**config.mk**
```make
export PLATFORM = sky130hd
export DESIGN_NAME = sort_array_ctrl
export DESIGN_NICKNAME = d
export VERILOG_FILES = /design/src/rtl/sort_pkg.sv /design/src/rtl/sort_occ_counter.sv /design/src/rtl/sort_array_ctrl.sv
export SDC_FILE = /design/constraint.sdc
export NUM_CORES = 1
export LEC_CHECK = 0
export BUFFER_PORTS_ARGS = -buffer_cell sky130_fd_sc_hd__buf_4
export CORE_MARGIN = 3
export CORE_UTILIZATION = 35
export DETAILED_ROUTE_END_ITERATION = 16
export RECOVER_POWER = 50
export SLEW_MARGIN = 0
export SYNTH_ARGS = -nofsm -noshare
export SYNTH_HDL_FRONTEND = slang
export SYNTH_SLANG_ARGS = --single-unit
```
**constraint.sdc**
```tcl
create_clock -name clk -period 1.85 [get_ports clk]
set_input_delay 0.555 -clock clk [delete_from_list [all_inputs] [get_ports clk]]
set_output_delay 0.555 -clock clk [all_outputs]
set_load 0.1 [all_outputs]
```
**src/rtl/sort_pkg.sv**
```systemverilog
// rtl/sort_pkg.sv - shared types and constants for the sort-array controller
package sort_pkg;

  // Default packed sort item width (key/val/delta/pri/ptr)
  localparam int DEF_SORT_WIDTH = 32;

  // Bit range of the priority field inside a packed sort item
  localparam int PRI_POS_START = 8;
  localparam int PRI_POS_END   = 15;

  // Insert sequencer states; CLEAR empties the whole cell chain
  typedef enum logic [2:0] {
    ST_IDLE  = 3'd0,
    ST_PLACE = 3'd1,
    ST_WREN  = 3'd2,
    ST_ORDER = 3'd3,
    ST_CLEAR = 3'd4
  } sort_state_t;

endpackage

```
**src/rtl/sort_occ_counter.sv**
```systemverilog
// rtl/sort_occ_counter.sv - saturating occupancy counter with tail-eviction flag
module sort_occ_counter #(
  parameter int DEPTH = 16,
  parameter int CNT_W = 5
) (
  input  logic             clk,
  input  logic             reset,
  input  logic             inc,
  input  logic             clr,
  output logic [CNT_W-1:0] occupancy,
  output logic             full,
  output logic             evict
);

  assign full = (occupancy == CNT_W'(DEPTH));

  // An insert into a full chain pushes the lowest item off the tail
  assign evict = inc && full;

  // Count inserts up to DEPTH; a clear empties the chain
  always_ff @(posedge clk or posedge reset) begin
    if (reset) begin
      occupancy <= '0;
    end else if (clr) begin
      occupancy <= '0;
    end else if (inc && !full) begin
      occupancy <= occupancy + CNT_W'(1);
    end
  end

endmodule

```
**src/rtl/sort_array_ctrl.sv**
```systemverilog
// rtl/sort_array_ctrl.sv - place/write/order insert sequencer for the sort-cell chain (option: SORT_CTRL_STATS_EN)
module sort_array_ctrl #(
  parameter int SORT_WIDTH = sort_pkg::DEF_SORT_WIDTH,
  parameter int DEPTH      = 16,
  parameter int CNT_W      = 5
) (
  input  logic                  clk,
  input  logic                  reset,
  input  logic                  in_valid,
  input  logic [SORT_WIDTH-1:0] in_data,
  output logic                  in_ready,
  input  logic                  flush,
  output logic [SORT_WIDTH-1:0] cell_datain,
  output logic                  cell_place_en,
  output logic                  cell_wren,
  output logic                  cell_order,
  output logic                  head_left_is_lower,
  output logic                  cell_clear,
  output logic [CNT_W-1:0]      occupancy,
  output logic                  full,
  output logic                  evict,
  output logic                  busy
`ifdef SORT_CTRL_STATS_EN
  ,
  output logic [31:0]           stat_inserts,
  output logic [31:0]           stat_evicts,
  output logic [31:0]           stat_flushes
`endif
);

  import sort_pkg::*;

  sort_state_t state;
  sort_state_t next_state;
  logic        flush_pending;
  logic        accept;
  logic        place_d;
  logic        wren_d;
  logic        order_d;
  logic        clear_d;

  // Cell 0 has no left neighbour, so it always treats the left side as lower
  assign head_left_is_lower = 1'b1;

  // A pending or same-cycle flush blocks new items so CLEAR can run first
  assign in_ready = (state == ST_IDLE) && !flush_pending && !flush;
  assign accept   = in_valid && in_ready;
  assign busy     = (state != ST_IDLE);

  // State register
  always_ff @(posedge clk or posedge reset) begin
    if (reset) begin
      state <= ST_IDLE;
    end else begin
      state <= next_state;
    end
  end

  // Next-state: an insert always runs to ORDER before any clear
  always_comb begin
    next_state = state;
    case (state)
      ST_IDLE: begin
        if (flush_pending) begin
          next_state = ST_CLEAR;
        end else if (accept) begin
          next_state = ST_PLACE;
        end
      end
      ST_PLACE: next_state = ST_WREN;
      ST_WREN:  next_state = ST_ORDER;
      ST_ORDER: next_state = flush_pending ? ST_CLEAR : ST_IDLE;
      ST_CLEAR: next_state = ST_IDLE;
      default:  next_state = ST_IDLE;
    endcase
  end

  // Output decode from the upcoming state so the registered pulses align with the state
  always_comb begin
    place_d = (next_state == ST_PLACE);
    wren_d  = (next_state == ST_WREN);
    order_d = (next_state == ST_ORDER);
    clear_d = (next_state == ST_CLEAR);
  end

  // Pulse registers; reset drops them without waiting for a clock
  always_ff @(posedge clk or posedge reset) begin
    if (reset) begin
      cell_place_en <= 1'b0;
      cell_wren     <= 1'b0;
      cell_order    <= 1'b0;
      cell_clear    <= 1'b0;
    end else begin
      cell_place_en <= place_d;
      cell_wren     <= wren_d;
      cell_order    <= order_d;
      cell_clear    <= clear_d;
    end
  end

  // Remember a flush request until CLEAR is entered
  always_ff @(posedge clk or posedge reset) begin
    if (reset) begin
      flush_pending <= 1'b0;
    end else begin
      flush_pending <= flush || (flush_pending && (next_state != ST_CLEAR));
    end
  end

  // Broadcast item is held for the whole insert because cells sample it one cycle late
  always_ff @(posedge clk or posedge reset) begin
    if (reset) begin
      cell_datain <= '0;
    end else if (accept) begin
      cell_datain <= in_data;
    end
  end

  sort_occ_counter #(
    .DEPTH (DEPTH),
    .CNT_W (CNT_W)
  ) u_occ (
    .clk       (clk),
    .reset     (reset),
    .inc       (cell_order),
    .clr       (cell_clear),
    .occupancy (occupancy),
    .full      (full),
    .evict     (evict)
  );

`ifdef SORT_CTRL_STATS_EN
  // Wrapping event counters, cleared only by reset
  always_ff @(posedge clk or posedge reset) begin
    if (reset) begin
      stat_inserts <= '0;
      stat_evicts  <= '0;
      stat_flushes <= '0;
    end else begin
      if (cell_order) stat_inserts <= stat_inserts + 32'd1;
      if (evict)      stat_evicts  <= stat_evicts + 32'd1;
      if (cell_clear) stat_flushes <= stat_flushes + 32'd1;
    end
  end
`endif

endmodule

```
==> run metrics <==
Total Routing Usage GR=0.149; Crit. End Element=output port; dpl cell area=~2700 µm²; drt wl/cell=15.5 µm; Post-synth EDFFs=0; P&R area growth vs syn=55.8%; RSZ-0062 raised after global routing=yes; CTS tree=done; Req. time, crit path=1290 ps; Mean Syn Cell Area=15.7 µm²; cts bufs inserted=5; sequential element share of the synthesized area=0.594; CP max stage cell=or3_4; htree depth=2; final slew viol count=0; Worst Path Max Fanout=2; relative slew slack=0.530; Slew @ Worst Pin=between 700 and 800 ps; post-synthesis async set-or-reset flop share=1.00; Via density=4.53; worst setup margin=-312 ps; Routed Antenna Nets=0; Final period util=1.17; detailed-route via count=1322; path type of the worst setup path=flop to output port; crit-path cells=or3_4 > buf_6 > nor3_4 > buf_12; Vert. Die Dim=79.6 µm; number of global-route vias before repair=1458; Yosys cell types=25; cell family with most CP delay=simple AND/OR/NAND/NOR gates; CTS Buffer Depth=2; CP peak stage delay=400 ps; Final setup violation count=37; drt total wl=roughly 4.5 mm; failing checks=setup timing; I/O pin total=82; antenna violations before repair=0; mapped cell area=about 1900 µm²; ys flop type=dfrtp_1; Worst-path clk slew=90 ps; Yosys top cell by area=dfrtp_1; status=complete, but fails checks; aggregate global routing overflow=0; Synth top area share=0.594; CP Buf/Inv Count=2; synth warn=0; top-count cell post-synth=dfrtp_1; most frequent cells after synthesis=dfrtp_1, mux2_4, inv_1, mux2_2, nor2_1; DP HPWL=3.15 mm; core area=5170 µm²; post-route cell area=~3000 µm²; Nets=259; HP Class=primary input to async pin; Initial Util=0.366; internal reg-to-reg setup slack=-220 ps; critical path arrival=1610 ps; first-pass GRT wire length=7.18 mm; row count=26; Gate Count Post-Synth=~120; buffers added on ports=80; final setup skew=9.94 ps; ant diodes=0; clock sinks=45; CTS root buffer=clkbuf_8; Final GP Congestion=0.828; die width=79.6 µm; 1st-iter DRT viols=89; Critical Path Start Type=flop; die area=6330 µm²; proportion of layout cells with a drive suffix above 1=0.685; Final Hold Fails=0; Max-Cap Viols=0; largest net degree at the start of global routing=28; fmax=462 MHz; hold buffers post-CTS=0; Tmin final=roughly 2200 ps; clk_lat worst skew=300 ps; 1st-pass router iterations=4; #FFs+latches synth=45; total nets after synthesis=159; DRC errors left=0; Synth area leaders=dfrtp_1, mux2_4, mux2_2
repair_timing:
| item | 4_1_cts | 5_1_grt |
|---|---|---|
| pin swaps | 1 | 2 |
| endpoints found under the setup margin | 37 | 36 |
| buffers inserted | 3 | 3 |
| resized for setup | 17 | 7 |
| cloned | 3 | 0 |
metal layers:
| metal | part of all wire | GRT usage | wire length [µm] |
|---|---|---|---|
| met5 | 0 | 0 | 0 |
| met4 | 0.0084 | 0.0412 | 38 |
| met3 | 0.097 | 0.0576 | 436 |
| met2 | 0.49 | 0.242 | 2200 |
| met1 | 0.41 | 0.184 | 1850 |
registers in the layout, summed over array words and instances (netlist names):
register	flops
cell_clear	1
cell_datain	32
cell_order	1
cell_place_en	1
cell_wren	1
flush_pending	1
state	3
u_occ.occupancy	5
cell type report:
| class | count | area, µm² |
|---|---|---|
| flip-flops and latches | 45 | 1140 |
| repair buffers | 98 | 835 |
| fillers | 414 | 2220 |
| inverters | 5 | 21.3 |
| multi-input cells | 66 | 751 |
| clock buffers | 6 | 82.6 |
| well taps | 70 | 87.6 |
| clock inverters | 2 | 37.5 |
cells by family (layout without fill, tap and decap cells):
kind of cell    count (synthesis)  count (layout)  share of synthesized area
xor+xnor                        3               3                     0.0139
buf+inv                        10             111                     0.0356
compound gates                  3               3                    0.00924
simple gates                   23              23                     0.0753
fa+ha+maj                       2               2                     0.0132
other cells                     1               1                    0.00198
mux                            34              34                      0.257
flops                          45              45                      0.594
worst paths after layout:
check / startpoint / end / cells past startpoint
worst min-delay path: reset / cell_datain[15] / 2
min in group clk: in_data[21] / cell_datain[21] / 2
worst max-delay path: state[0] / in_ready / 4
worst min register to register: cell_datain[19] / cell_datain[19] / 1
worst max register to register: state[0] / cell_datain[27] / 5
max in group asynchronous: reset / u_occ.occupancy[4] / 3
per-stage QoR:
| stage | instances | hold WS [ps] | setup slack (ps) | utilization | setup TNS, ps |
|---|---|---|---|---|---|
| finish | 292 | 368 | -312 | 0.571 | -5840 |
| global route | 292 | 412 | -398 | 0.571 | -7300 |
| CTS | 292 | 258 | -302 | 0.578 | -5850 |
| detailed placement | 278 | 495 | -288 | 0.524 | -7960 |
| global placement | 278 | 495 | -246 | 0.524 | -6810 |
| floorplan | 121 | 477 | -1180 | - | -14240 |
layout by cell type, fill, tap and decap left out, types with 3 or more instances in the layout:
cell type,n
mux2_2,5
nor2_1,5
nor3b_1,4
buf_4,83
clkbuf_8,6
nand2b_1,3
buf_12,5
buf_6,3
mux2_4,28
dfrtp_1,40
dfrtp_4,3
Power is left out: the tool's default activity adds up to more than one toggle a clock period on the data nets, which glitch-free logic cannot reach.
